### config.mk
export PLATFORM = sky130hd
export DESIGN_NAME = slave_port_burst
export DESIGN_NICKNAME = d
export VERILOG_FILES = /design/src/rtl/slave_port_pkg.sv /design/src/rtl/bit_shift_reg.sv /design/src/rtl/slave_port_burst.sv
export SDC_FILE = /design/constraint.sdc
export NUM_CORES = 1
export LEC_CHECK = 0
export BUFFER_PORTS_ARGS = -buffer_cell sky130_fd_sc_hd__buf_4
export CAP_MARGIN = 20
export CORE_MARGIN = 2
export CORE_UTILIZATION = 35
export CTS_BUF_LIST = sky130_fd_sc_hd__clkbuf_4
export DETAILED_ROUTE_END_ITERATION = 8
export PLACE_DENSITY_LB_ADDON = 0.25
export RECOVER_POWER = 25
export SLEW_MARGIN = 20
export SYNTH_ARGS = -nofsm -noshare
export SYNTH_HDL_FRONTEND = slang
export SYNTH_HIERARCHICAL = 1
export SYNTH_SLANG_ARGS = --single-unit
export TNS_END_PERCENT = 50
### constraint.sdc
create_clock -name clk -period 2.1 [get_ports clk]
set_clock_uncertainty 0.1 [all_clocks]
set_input_delay 0.315 -clock clk [delete_from_list [all_inputs] [get_ports clk]]
set_output_delay 0.315 -clock clk [all_outputs]
set_load 0.01 [all_outputs]
### src/rtl/slave_port_pkg.sv
`default_nettype none
// ============================================================================
// Module   : slave_port_pkg
// Purpose  : Shared states and header sizing for the burst slave port.
// Revision : 1.0
// ============================================================================
package slave_port_pkg;

    localparam int ADDR_WIDTH_DEF = 12;
    localparam int LEN_WIDTH_DEF  = 2;
    localparam int HDR_BITS       = ADDR_WIDTH_DEF + LEN_WIDTH_DEF;

    typedef enum logic [2:0] {
        S_IDLE  = 3'd0,
        S_HDR   = 3'd1,
        S_WDATA = 3'd2,
        S_WRITE = 3'd3,
        S_RREQ  = 3'd4,
        S_RWAIT = 3'd5,
        S_TX    = 3'd6
    } state_t;

    function automatic int hdr_bits(input int addr_width, input int len_width);
        return addr_width + len_width;
    endfunction

endpackage
`default_nettype wire

### src/rtl/bit_shift_reg.sv
`default_nettype none
// ============================================================================
// Module   : bit_shift_reg
// Purpose  : LSB-first shifter: serial-in/parallel-out and parallel-load/serial-out.
// Revision : 1.0
// ============================================================================
module bit_shift_reg #(
    parameter int WIDTH = 8
) (
    input  logic             clk,
    input  logic             reset,
    input  logic             load,
    input  logic [WIDTH-1:0] load_data,
    input  logic             shift_en,
    input  logic             serial_in,
    output logic [WIDTH-1:0] parallel_out,
    output logic             serial_out
);

    logic [WIDTH-1:0] r_q;

    // New bits enter at the MSB so the first bit received ends up lowest.
    always_ff @(posedge clk) begin
        if (reset) begin
            r_q <= '0;
        end else if (load) begin
            r_q <= load_data;
        end else if (shift_en) begin
            r_q <= {serial_in, r_q[WIDTH-1:1]};
        end
    end

    assign parallel_out = r_q;
    assign serial_out   = r_q[0];

endmodule
`default_nettype wire

### src/rtl/slave_port_burst.sv
`default_nettype none
// ============================================================================
// Module   : slave_port_burst
// Purpose  : Burst slave port between the serial bus and a synchronous memory.
// Revision : 1.0
// ============================================================================
module slave_port_burst
    import slave_port_pkg::*;
#(
    parameter int ADDR_WIDTH = ADDR_WIDTH_DEF,
    parameter int DATA_WIDTH = 8,
    parameter int LEN_WIDTH  = LEN_WIDTH_DEF,
    parameter int MEM_DEPTH  = 4096
) (
    input  logic                  clk,
    input  logic                  reset,
    input  logic                  read_en,
    input  logic                  write_en,
    input  logic                  master_valid,
    output logic                  slave_ready,
    input  logic                  rx_address,
    input  logic                  rx_data,
    output logic                  tx_data,
    output logic                  slave_valid,
    input  logic                  master_ready,
    output logic [ADDR_WIDTH-1:0] mem_addr,
    output logic [DATA_WIDTH-1:0] mem_wdata,
    output logic                  mem_wr_en,
    output logic                  mem_rd_en,
    input  logic [DATA_WIDTH-1:0] mem_rdata,
    output logic                  addr_err,
    output logic                  xfer_done
);

    localparam int HDR_W = hdr_bits(ADDR_WIDTH, LEN_WIDTH);
    localparam int RX_W  = (HDR_W > DATA_WIDTH) ? HDR_W : DATA_WIDTH;
    localparam int CNT_W = $clog2(RX_W + 1);

    localparam logic [CNT_W-1:0]      HDR_LAST  = CNT_W'(HDR_W - 1);
    localparam logic [CNT_W-1:0]      DATA_LAST = CNT_W'(DATA_WIDTH - 1);
    localparam logic [ADDR_WIDTH:0]   DEPTH_EXT = (ADDR_WIDTH + 1)'(MEM_DEPTH);
    localparam logic [ADDR_WIDTH-1:0] LAST_ADDR = ADDR_WIDTH'(MEM_DEPTH - 1);
    localparam logic [LEN_WIDTH:0]    BEATS_ONE = (LEN_WIDTH + 1)'(1);

    state_t                r_state;
    state_t                w_next;
    logic [CNT_W-1:0]      r_bit_cnt;
    logic [LEN_WIDTH:0]    r_beats;
    logic [ADDR_WIDTH-1:0] r_addr;
    logic                  r_is_write;
    logic                  r_oor;
    logic                  r_addr_err;
    logic                  r_done;

    logic                  w_rx_shift;
    logic                  w_tx_shift;
    logic                  w_tx_load;
    logic                  w_bit_last;
    logic                  w_beat_end;
    logic [RX_W-1:0]       w_rx_q;
    logic [RX_W-1:0]       w_rx_next;
    logic                  w_rx_serial;
    logic [DATA_WIDTH-1:0] w_tx_q;
    logic                  w_tx_serial;
    logic [DATA_WIDTH-1:0] w_tx_load_data;
    logic [HDR_W-1:0]      w_hdr;
    logic [ADDR_WIDTH-1:0] w_hdr_addr;
    logic [LEN_WIDTH-1:0]  w_hdr_len;
    logic                  w_hdr_oor;
    logic [ADDR_WIDTH-1:0] w_addr_inc;
    logic                  w_unused;

    bit_shift_reg #(.WIDTH(RX_W)) u_rx_shift (
        .clk          (clk),
        .reset        (reset),
        .load         (1'b0),
        .load_data    ({RX_W{1'b0}}),
        .shift_en     (w_rx_shift),
        .serial_in    ((r_state == S_HDR) ? rx_address : rx_data),
        .parallel_out (w_rx_q),
        .serial_out   (w_rx_serial)
    );

    bit_shift_reg #(.WIDTH(DATA_WIDTH)) u_tx_shift (
        .clk          (clk),
        .reset        (reset),
        .load         (w_tx_load),
        .load_data    (w_tx_load_data),
        .shift_en     (w_tx_shift),
        .serial_in    (1'b0),
        .parallel_out (w_tx_q),
        .serial_out   (w_tx_serial)
    );

    // Header is decoded from the value the shifter is about to hold, so the
    // address is registered on the same edge as the last header bit.
    assign w_rx_next  = {((r_state == S_HDR) ? rx_address : rx_data), w_rx_q[RX_W-1:1]};
    assign w_hdr      = w_rx_next[RX_W-1 -: HDR_W];
    assign w_hdr_addr = w_hdr[ADDR_WIDTH-1:0];
    assign w_hdr_len  = w_hdr[HDR_W-1 -: LEN_WIDTH];
    assign w_hdr_oor  = ({1'b0, w_hdr_addr} >= DEPTH_EXT);
    assign w_addr_inc = (r_addr == LAST_ADDR) ? '0 : r_addr + ADDR_WIDTH'(1);

    // Out-of-range reads still stream beats, just zeros instead of memory data.
    assign w_tx_load_data = r_oor ? '0 : mem_rdata;
    assign w_beat_end     = (r_state == S_WRITE) || ((r_state == S_TX) && w_bit_last);

    assign mem_addr  = r_addr;
    assign mem_wdata = w_rx_q[RX_W-1 -: DATA_WIDTH];
    assign tx_data   = (r_state == S_TX) && w_tx_serial;
    assign addr_err  = r_addr_err;
    assign xfer_done = r_done;
    assign w_unused  = ^{w_rx_next, w_rx_serial, w_tx_q};

    always_ff @(posedge clk) begin
        if (reset) begin
            r_state <= S_IDLE;
        end else begin
            r_state <= w_next;
        end
    end

    always_comb begin
        w_next      = r_state;
        slave_ready = 1'b0;
        slave_valid = 1'b0;
        mem_wr_en   = 1'b0;
        mem_rd_en   = 1'b0;
        w_rx_shift  = 1'b0;
        w_tx_shift  = 1'b0;
        w_tx_load   = 1'b0;
        w_bit_last  = 1'b0;
        case (r_state)
            S_IDLE: begin
                if (read_en ^ write_en) w_next = S_HDR;
            end
            S_HDR: begin
                slave_ready = 1'b1;
                if (master_valid) begin
                    w_rx_shift = 1'b1;
                    if (r_bit_cnt == HDR_LAST) begin
                        w_bit_last = 1'b1;
                        w_next     = r_is_write ? S_WDATA : S_RREQ;
                    end
                end
            end
            S_WDATA: begin
                slave_ready = 1'b1;
                if (master_valid) begin
                    w_rx_shift = 1'b1;
                    if (r_bit_cnt == DATA_LAST) begin
                        w_bit_last = 1'b1;
                        w_next     = S_WRITE;
                    end
                end
            end
            S_WRITE: begin
                mem_wr_en = ~r_oor;
                w_next    = (r_beats == BEATS_ONE) ? S_IDLE : S_WDATA;
            end
            S_RREQ: begin
                mem_rd_en = ~r_oor;
                w_next    = S_RWAIT;
            end
            S_RWAIT: begin
                w_tx_load = 1'b1;
                w_next    = S_TX;
            end
            S_TX: begin
                slave_valid = 1'b1;
                if (master_ready) begin
                    w_tx_shift = 1'b1;
                    if (r_bit_cnt == DATA_LAST) begin
                        w_bit_last = 1'b1;
                        w_next     = (r_beats == BEATS_ONE) ? S_IDLE : S_RREQ;
                    end
                end
            end
            default: w_next = S_IDLE;
        endcase
    end

    always_ff @(posedge clk) begin
        if (reset) begin
            r_bit_cnt  <= '0;
            r_beats    <= '0;
            r_addr     <= '0;
            r_is_write <= 1'b0;
            r_oor      <= 1'b0;
            r_addr_err <= 1'b0;
            r_done     <= 1'b0;
        end else begin
            r_addr_err <= 1'b0;
            r_done     <= 1'b0;
            if (r_state == S_IDLE) begin
                r_bit_cnt <= '0;
                if (read_en && write_en) begin
                    r_addr_err <= 1'b1;
                end else if (read_en || write_en) begin
                    r_is_write <= write_en;
                end
            end
            if (w_rx_shift || w_tx_shift) begin
                r_bit_cnt <= w_bit_last ? '0 : r_bit_cnt + CNT_W'(1);
            end
            if ((r_state == S_HDR) && w_bit_last) begin
                r_addr     <= w_hdr_addr;
                r_beats    <= {1'b0, w_hdr_len} + BEATS_ONE;
                r_oor      <= w_hdr_oor;
                r_addr_err <= w_hdr_oor;
            end
            if (w_beat_end) begin
                if (r_beats == BEATS_ONE) begin
                    r_done <= 1'b1;
                end else begin
                    r_addr  <= w_addr_inc;
                    r_beats <= r_beats - BEATS_ONE;
                end
            end
        end
    end

endmodule
`default_nettype wire
==> results of run 1 <==
==> through the flow <==
stage / std cells / setup WS [ns] / utilization / cell area, um2
finish: 460 / 0.146 / 0.433 / 3180
detailed placement: 452 / 0.215 / 0.432 / 3170
global placement: 452 / 0.266 / 0.432 / 3170
CTS: 460 / 0.0207 / 0.442 / 3240
global route: 460 / 0.0317 / 0.433 / 3180
floorplan: 318 / 0.333 / - / 2760
==> power groups by stage <==
stage / clock network [mW] / logic [mW] / registers (mW)
after CTS: 0.562 / 0.702 / 1.04
after global placement: 0 / 0.697 / 1.05
after detailed placement: 0 / 0.699 / 1.06
final: 0.547 / 0.684 / 1.04
after floorplan: 0 / 0.571 / 1.02
after global routing: 0.593 / 0.765 / 1.05
==> worst reg2reg max path: stages (launching register included) <==
cell                       delay (ns)
sky130_fd_sc_hd__dfxtp_1         0.50
sky130_fd_sc_hd__clkbuf_1        0.31
sky130_fd_sc_hd__mux2_1          0.21
sky130_fd_sc_hd__nand2_1         0.08
sky130_fd_sc_hd__o22ai_2         0.24
sky130_fd_sc_hd__a41oi_1         0.15
sky130_fd_sc_hd__a311oi_1        0.26
==> worst max path at each step <==
| stage | depth (start not counted) | end | from |
|---|---|---|---|
| final | 3 | tx_data | r_state[0] |
| after global routing | 6 | r_bit_cnt[3] | r_state[2] |
| after CTS | 4 | tx_data | r_state[1] |
| after detailed placement | 6 | mem_addr[3] | mem_addr[0] |
| after global placement | 6 | mem_addr[7] | r_state[0] |
| after floorplan | 7 | r_beats[1] | r_state[1] |
==> layout by cell type (no fill, tap or decap), drive strengths merged, types with 2 or more instances in the layout <==
master and count:
a211oi 27, a21oi 15, a311oi 5, a31oi 6
a32oi 2, and2 2, and3 6, and3b 3
and4 3, buf 36, clkbuf 23, clkinv 2
conb 19, dfxtp 46, ha 8, inv 12
mux2 2, mux2i 23, nand2 23, nand3 10
nand4 3, nor2 14, nor2b 22, nor3 6
nor3b 3, nor4 4, o21ai 7, o21bai 2
o22ai 3, o31ai 2, or2 2, xnor2 2
xor2 3
==> flip-flops by register name, indices dropped and copies added, names as in the netlist <==
signal / count
addr_err: 1
mem_addr: 12
r_beats: 3
r_bit_cnt: 4
r_is_write: 1
r_state: 3
u_rx_shift/parallel_out: 13
u_tx_shift/parallel_out: 8
xfer_done: 1
==> layer usage <==
layer / global-route usage / wire length [um]
met5: 0 / 0
met3: 0.0247 / 292
met2: 0.255 / 3030
met4: 0.0391 / 65
met1: 0.218 / 3130
==> layout make-up <==
cell class              instances  area share
repair buffers                 54       0.106
clock inverters                 3      0.0126
clock buffers                   5      0.0118
well taps                      99      0.0390
flip-flops and latches         46       0.290
multi-input cells             241       0.526
inverters                      12      0.0142
==> results summary, run 1 <==
The startpoint of the most critical register-to-register path is r_state[2]. For this design the ratio of total power to cell area is 714 mW/mm2. The switching power as a share of total power came out at 0.326. The total global routing overflow is 0. Clock-pin slew was measured on the worst setup and hold paths at 0.14 ns. The path class of the tightest hold or removal check is in -> reg. The smallest hold slack is 0.103 ns. The total design power is 2.27 mW. Summed over all nets, the half-perimeter wirelength after detailed placement is 4680 um.

Of the cells placed in the final design, the portion with a size suffix greater than 1 is 0.169. For this design the static power due to leakage is 1.20 nW. In this run, CTS created clock tree buffers numbering 5. The run finished with clean final reports. The layout net count is 384. The worst flop-to-flop path endpoint is r_bit_cnt[3].

The overall die height came out at 91.6 um. CTS saw 46 sinks. The number of max-slew violations in the final report is 0. In the finished design, the share of the clock period the worst path needs comes to 0.930. The type of element capturing the critical path is an output port. VDD sags by at most 0.000260 V. The number of remaining DRC errors came out at 0.

The average cell area after synthesis came out at 8.96 um2. In this run, the number of DRC markers left after iteration 0 of detailed routing was 159. The startpoint identified for the worst hold timing path is write_en.

Of the total power, combinational logic draws 0.302. The internal power component is 1.53 mW. The cell area after technology mapping is 0.00269 mm2. The tool flagged a number of max-cap violations equal to 0. The worst-case reg-to-reg path depth came out at 6. The average routed wire per standard cell came out at 14.2 um. The count of input and output buffers came out at 42. The via count of the first global-routing pass came out at 2249. The number of filler instances in the final layout came out at 764. The sequential group share of total power is 0.457.

Setup repair after global routing left no endpoint under its margin. The slowest stage of the critical path is the sky130_fd_sc_hd__dfxtp_1 cell. The worst register-to-register path has a setup slack of 0.17 ns. The post-cts sizing count came out at 0. The cell count of the worst hold path is 3. The multi-input combinational cells in the finished layout cover a total of 0.00167 mm2. The switching component of the power is 0.739 mW.

The insertion delay of the later-clocked pin in the worst-skew pair came out at 0.36 ns. The cell sitting at the root of the clock tree is a sky130_fd_sc_hd__clkbuf_4. The buffer levels on the longest clock path came out at 2. Broken down by cell family, the worst path's largest delay share belongs to flip-flops. The count of yosys warnings during synthesis is 6. Entering global routing, the biggest net connects 25 pins. The routability-driven placement congestion ratio is 0.879.

The terminating pin of the worst hold path is r_is_write. The detailed-route wire length came out at 6510 um. The cts-stage hold buffer count came out at 0. The die span in x is 91.6 um. At the worst endpoint, the arrival time is 1.54 ns.

The number of buffer and inverter stages on the critical path is 1. The number of H-tree levels is 2. The via density per instance is 5.15.

The global-route wire length before repair is 11000 um. The worst-path maximum fanout came out at 8. The number of endpoints failing setup at the final stage came out at 0. The die footprint is 0.00840 mm2. The count of boundary I/O pins is 43. The overall routing resource usage came out at 0.157. The classification of the worst setup path is reg -> out.

The initial cell density of the core came out at 0.367. The worst setup path is launched from a register. The signal on the critical path passes through and2b_1 -> and3_1 -> buf_4. The required arrival time at the worst endpoint came out at 1.68 ns. The core outline area is 0.00733 mm2. The register area came out at 922 um2.

The number of placement rows came out at 31. 0 antenna diodes ended up in the layout. TritonCTS built the clock tree. The via total after detailed routing came out at 2368.

The count of nets left with antenna violations once routing finished came out at 0. The number of search-and-repair iterations in the first detailed-routing pass is 4. The cell count after synthesis came out at 300. The worst stage delay on the critical path came out at 0.54 ns. The total negative setup slack is 0 ns. The smallest clock period supported by the final layout is computed as 1.95 ns. The number of buffers inserted by post-CTS setup repair is 0.

The area growth from synthesis to layout is 18.2%. The number of hold violations in the final report is 0. The number of antenna violations at the first check in global routing came out at 0. The upper clock frequency limit came out at 512 MHz. The share of total power in the clock network came out at 0.241.
(Power assumes the default switching activity.)
==> run 2: changes to the inputs <==
==> constraint.sdc (replaced) <==
create_clock -name clk -period 2.4 [get_ports clk]
set_clock_uncertainty 0.1 [all_clocks]
set_input_delay 0.36 -clock clk [delete_from_list [all_inputs] [get_ports clk]]
set_output_delay 0.36 -clock clk [all_outputs]
set_load 0.01 [all_outputs]
==> run 2 against run 1 <==
Register-to-register slack improved by 0.24 ns. Global-route usage fell by 0.56 points. Combinational power fell by 18%. Core utilization fell by 0.48 points. Cell count fell by 1.1%. Via count fell by 2.0%. Sequential share of layout area rose by 0.28 points. Routed wire length fell by 5.8%. Non-clock buffer count fell by 6. Worst hold slack improved by 0.051 ns. Largest power group unchanged. Cell area fell by 1.1%. Clock-buffer cell count rose by 1.
==> results summary, run 2 (synthesis gave the netlist of run 1 again) <==
The flow ran to the end, and the final reports show no timing, DRC or antenna violations. STA classifies the critical path startpoint as a register. For this block, the routed nets add up to 6140 um of wire. The number of buffers inserted by post-CTS setup repair is 0. The routability-driven placement congestion ratio came out at 0.831. The switching power as a share of total power is 0.325.

The number of antenna violations at the first check in global routing came out at 1. The worst register-to-register path begins at r_state[1]. The buffer levels on the longest clock path is 2. The number of max-cap violations came out at 0.

The worst hold path terminates at r_is_write. The internal power component came out at 1.34 mW. The worst IR drop on VDD came out at 0.000190 V. The count of boundary I/O pins came out at 43. The insertion delay of the later-clocked pin in the worst-skew pair came out at 0.36 ns.

In the final layout, the share of cells above drive strength 1 is 0.155. The most common library cell in the layout ignoring fill and taps is sky130_fd_sc_hd__dfxtp_1. The global-route wire length before repair came out at 10400 um. In this run the critical register-to-register path is captured at mem_addr[7].

TritonCTS built the clock tree. The die footprint came out at 0.00840 mm2. The number of max-slew violations in the final report is 0. Derived from the worst setup path, the maximum achievable clock frequency is 452 MHz. The design draws 1.98 mW. Entering global routing, the biggest net connects 29 pins.

The core outline area is 0.00733 mm2. The placed cell area came out at 0.00312 mm2. STA classifies the critical path endpoint as an output port.

The slack of the worst reg-to-reg path is 0.41 ns. Setup repair after global routing left no endpoint under its margin. The static leakage came out at 1.17 nW.

The HPWL after detailed placement came out at 4420 um. The number of hold violations in the final report came out at 0. The number of placement rows came out at 31. The area of all placed cells without fillers came out at 0.00314 mm2.

Data on the critical path arrives at its endpoint at 1.75 ns. The number of remaining DRC errors came out at 0. The sequential group share of total power came out at 0.464.

The post-detailed-route count of antenna-violating nets came out at 0. The classification of the worst-slack hold path is in -> reg. The share of total power in the clock network is 0.253.

The number of buffers added by the clock tree synthesis step came out at 5. Port buffering added 42 buffers. The overall routing resource usage is 0.152.

From bottom edge to top edge, the die measures 91.6 um. The filler cells instantiated in the layout total 750. The total global routing overflow came out at 0. The violation count after the first detailed-route iteration came out at 83. The number of H-tree levels is 2. CTS placed an instance of sky130_fd_sc_hd__clkbuf_4 at the clock tree root. The layout overhead on the synthesized area came out at 16.9%.

Measured in cells, the most critical reg-to-reg path has a length of 5. The CTS sink count is 46. The launch instance of the worst min-delay path is write_en. The critical path is of the reg -> out type. After clock tree synthesis, the flow added hold-fix buffers numbering 0. The via total after detailed routing is 2321. The required arrival time at the worst endpoint is 1.94 ns. The library cells used most frequently in the layout, excluding fill and tap cells, are sky130_fd_sc_hd__dfxtp_1 (46), sky130_fd_sc_hd__buf_4 (31), sky130_fd_sc_hd__a211oi_1 (27). The number of search-and-repair iterations in the first detailed-routing pass is 4. The part of the total power dissipated in combinational logic came out at 0.283. The share of the core filled with cells came out at 0.429. The via count of the first global-routing pass is 2191. Summed over all nets, the switching power comes to 0.643 mW. The initial cell density of the core came out at 0.367. The number of endpoints failing setup at the final stage is 0.

The layout net count came out at 378. Along the worst hold path, the cell count comes to 3. After clock tree synthesis, the clock-pin slew on the worst setup and hold paths is 0.15 ns. The final period utilization came out at 0.921. The register with the most flip-flops in the layout has 13 of them.

The post-cts sizing count came out at 0. The via density per instance is 5.10. After detailed routing, the average wire length per cell comes to 13.5 um.

The die span in x is 91.6 um. The worst-path maximum fanout came out at 10. For the finished layout, the period the worst path requires is 2.21 ns.

The total negative setup slack is 0 ns. In this run the power density over the cells is 630 mW/mm2.
==> run 2: changes by cell type in the layout (fill, tap and decap cells not counted), sizes merged <==
cell,before,now
buf,36,31
clkinv,2,0
clkinvlp,0,1
diode,0,1
==> run 2: power by group through the flow <==
stage / clock network, mW / logic [mW] / registers, mW
2_1_floorplan: 0 / 0.499 / 0.891
5_1_grt: 0.550 / 0.626 / 0.934
3_5_place_dp: 0 / 0.573 / 0.936
3_3_place_gp: 0 / 0.570 / 0.931
4_1_cts: 0.508 / 0.575 / 0.919
6_report: 0.501 / 0.561 / 0.919
==> run 2: how the worst max path moves through the flow <==
| stage | to | startpoint |
|---|---|---|
| 4_1_cts | tx_data | r_state[0] |
| 2_1_floorplan | r_beats[1] | r_state[1] |
| 6_report | tx_data | r_state[0] |
| 3_5_place_dp | r_beats[1] | r_state[1] |
| 5_1_grt | tx_data | r_state[0] |
| 3_3_place_gp | mem_addr[7] | r_state[2] |
==> run 2: area by class of cell <==
| class | count | area [um2] | share of cell area |
|---|---|---|---|
| Multi-Input combinational cell | 241 | 1670 | 0.532 |
| Sequential cell | 46 | 921 | 0.293 |
| Timing Repair Buffer | 48 | 297 | 0.0944 |
| Tap cell | 99 | 124 | 0.0394 |
| Clock buffer | 6 | 45.0 | 0.0143 |
| Inverter | 12 | 45.0 | 0.0143 |
| Clock inverter | 2 | 37.5 | 0.0119 |
| Antenna cell | 1 | 2.50 | 0.000796 |
==> run 2: routing by layer <==
metal / global-route usage / part of all wire / wire length (um)
met5: 0 / 0 / 0
met4: 0.0455 / 0.0090 / 55
met2: 0.244 / 0.47 / 2880
met1: 0.207 / 0.50 / 3080
met3: 0.0271 / 0.020 / 123
==> run 2: metrics by stage <==
stage	worst slack, ns	std cells	hold WS (ns)
after global placement	0.494	446	0.368
after floorplan	0.633	318	0.333
after detailed placement	0.458	446	0.379
final	0.189	455	0.154
after global routing	0.0764	455	0.159
after CTS	0.172	454	0.148
==> run 2: critical path, cell delays in order (launching register included) <==
cell	delay, ns
sky130_fd_sc_hd__dfxtp_1	0.57
sky130_fd_sc_hd__buf_4	0.23
sky130_fd_sc_hd__and2b_1	0.25
sky130_fd_sc_hd__and3_1	0.20
sky130_fd_sc_hd__buf_4	0.14
==> run 3: changes to the inputs <==
--- a/config.mk
+++ b/config.mk
@@ -13,6 +13,7 @@
 export DETAILED_ROUTE_END_ITERATION = 8
 export PLACE_DENSITY_LB_ADDON = 0.25
 export RECOVER_POWER = 25
+export SETUP_SLACK_MARGIN = 0.4
 export SLEW_MARGIN = 20
 export SYNTH_ARGS = -nofsm -noshare
 export SYNTH_HDL_FRONTEND = slang
==> run 3 against run 2 <==
Total power increased by 0.84%. Sequential share of layout area decreased by 0.35 points. Sequential power decreased by 2%. Global-route usage increased by 0.052 points. Maximum frequency increased by 14%. First-iteration DRC count increased by 22%. Core utilization increased by 0.63 points. Clock power about the same. Routed wire length increased by 1.3%. Via count increased by 0.65%.
==> results summary, run 3 (synthesis gave the netlist of run 1 again) <==
The data arrival time at the worst-slack endpoint came out at 1.49 ns. The final period utilization is 0.811. The slack of the worst reg-to-reg path came out at 0.50 ns. The buffer levels on the longest clock path came out at 2. The number of buffers added by the clock tree synthesis step came out at 5. Entering global routing, the biggest net connects 29 pins.

The worst setup path is of the reg -> out kind. After global routing the overflow that remains totals 0. The top cell types in the final layout, fill and taps aside, are sky130_fd_sc_hd__dfxtp_1 (44), sky130_fd_sc_hd__buf_4 (34), sky130_fd_sc_hd__a211oi_1 (27). The upper clock frequency limit is 514 MHz. The worst hold path was traced through 3 stages. The number of remaining DRC errors is 0. The completed layout was analyzed and its total power is 2.00 mW. The share of total power dissipated in the clock network is 0.251.

The fraction of final layout cells sized beyond drive strength 1 is 0.173. The initial cell density of the core is 0.367. The core outline area came out at 0.00733 mm2. The cell count after placement is 446. The number of max-slew violations in the final report came out at 0. The flow ran to the end, and the final reports show no timing, DRC or antenna violations.

The insertion delay of the later-clocked pin in the worst-skew pair came out at 0.36 ns. The clock net in this run drives a total of 46 sinks. The cts-stage hold buffer count came out at 0. The startpoint of the most critical register-to-register path is r_bit_cnt[0]. The switching power as a share of total power came out at 0.324. The global-route wire length before repair is 10400 um. The floorplan step set the die height to 91.6 um. The count of input and output buffers is 42.

The die span in x is 91.6 um. Before antenna repair, the detailed router went through 4 iterations. The die footprint is 0.00840 mm2. The root buffer cell chosen for the clock tree is sky130_fd_sc_hd__clkbuf_4. Once layout is complete, the cells apart from fillers number 459.

The routability-driven placement congestion ratio came out at 0.831. Using the TritonRoute via totals, the vias-per-cell ratio works out to 5.09. The area growth from synthesis to layout is 18.6%. The number of hold violations in the final report is 0.

The required arrival time at the worst endpoint came out at 1.94 ns. The internal power component is 1.35 mW. The switching component of the power came out at 0.647 mW. The via total after detailed routing is 2336. Detailed placement finished with a half-perimeter wire length of 4420 um. The power density normalized to cell area came out at 626 mW/mm2. In this run, the number of DRC markers left after iteration 0 of detailed routing was 101. The number of placement rows is 31. The number of H-tree levels is 2.

The worst flop-to-flop path endpoint is mem_addr[2]. Measured in cells, the most critical reg-to-reg path has a length of 6. IR analysis of the VDD net gives a maximum drop of 0.000205 V. The average routed wire per standard cell came out at 13.5 um.

The minimum clock period after layout is 1.95 ns. The number of max-cap violations came out at 0. TritonCTS built the clock tree.

The terminating pin of the worst hold path is r_is_write. The post-CTS clock slew at the launch and capture registers of the worst setup and hold paths is 0.15 ns. Across every metal layer, demand over resource in global routing totals 0.152. The part of the total power dissipated in combinational logic is 0.299. The smallest hold slack is 0.153 ns. 43 I/O pins were placed. The number of antenna violations at the first check in global routing came to 1.

The launch instance of the worst min-delay path is write_en. The count of nets left with antenna violations once routing finished came out at 0. The register with the most flip-flops in the layout has 13 of them. The static leakage came out at 1.20 nW.

The total negative setup slack is 0 ns. Setup repair after global routing could not meet its margin everywhere. The detailed-route wire length came out at 6220 um.

The worst-path maximum fanout came out at 9. The via count of the first global-routing pass is 2196. The layout net count came out at 382. The min-delay analysis places its worst path in the category in -> reg. The library cell used most frequently in the layout, excluding fill and tap cells, is sky130_fd_sc_hd__dfxtp_1. The worst setup path is launched from a register. The number of endpoints failing setup at the final stage came out at 0.

The share of total power dissipated in sequential elements is 0.451. STA classifies the critical path endpoint as an output port.
run 3: per-layer routing:
metal / wire length (um) / global-route usage / up-vias / share of wire
li1: - / - / 1200 / -
met1: 3170 / 0.208 / 1106 / 0.51
met2: 2870 / 0.245 / 26 / 0.46
met3: 118 / 0.0271 / 4 / 0.019
met4: 54 / 0.0455 / 0 / 0.0087
met5: 0 / 0 / - / 0
run 3: timing repair:
| action | 4_1_cts | 5_1_grt |
|---|---|---|
| setup buffers | 1 | 3 |
| setup endpoints to repair | 4 | 18 |
| gates resized for setup | 3 | 2 |
run 3: critical path, cell delays in order, from the launching register on:
cell                      delay [ns]
sky130_fd_sc_hd__dfxtp_1        0.38
sky130_fd_sc_hd__buf_4          0.16
sky130_fd_sc_hd__and2b_1        0.25
sky130_fd_sc_hd__and3_1         0.20
sky130_fd_sc_hd__buf_4          0.14
run 3: metrics by stage:
stage | worst slack [ns] | utilization | area, um2
6_report | 0.454 | 0.435 | 3190
5_1_grt | 0.353 | 0.435 | 3190
4_1_cts | 0.364 | 0.439 | 3220
3_5_place_dp | 0.458 | 0.426 | 3120
3_3_place_gp | 0.494 | 0.426 | 3120
2_1_floorplan | 0.633 | - | 2760
run 3: worst max path at each step:
stage	startpoint	to	slack (ns)	cells after the start
after CTS	r_state[2]	mem_rd_en	0.36	3
after detailed placement	r_state[1]	r_beats[1]	0.46	5
final	r_state[0]	tx_data	0.45	4
after floorplan	r_state[1]	r_beats[1]	0.63	7
after global routing	r_state[0]	tx_data	0.35	4
after global placement	r_state[2]	mem_addr[7]	0.49	5
run 3: area by class of cell:
class	count	area, um2
Antenna cell	1	2.50
Multi-Input combinational cell	241	1670
Inverter	12	45.0
Timing Repair Buffer	52	339
Clock inverter	2	37.5
Sequential cell	46	923
Fill cell	750	4140
Clock buffer	6	45.0
Tap cell	99	124
run 3: power groups by stage:
stage	clock network [mW]	logic, mW	registers [mW]
6_report	0.501	0.596	0.900
4_1_cts	0.508	0.610	0.904
3_5_place_dp	0	0.573	0.936
3_3_place_gp	0	0.570	0.931
5_1_grt	0.550	0.664	0.913
2_1_floorplan	0	0.499	0.891
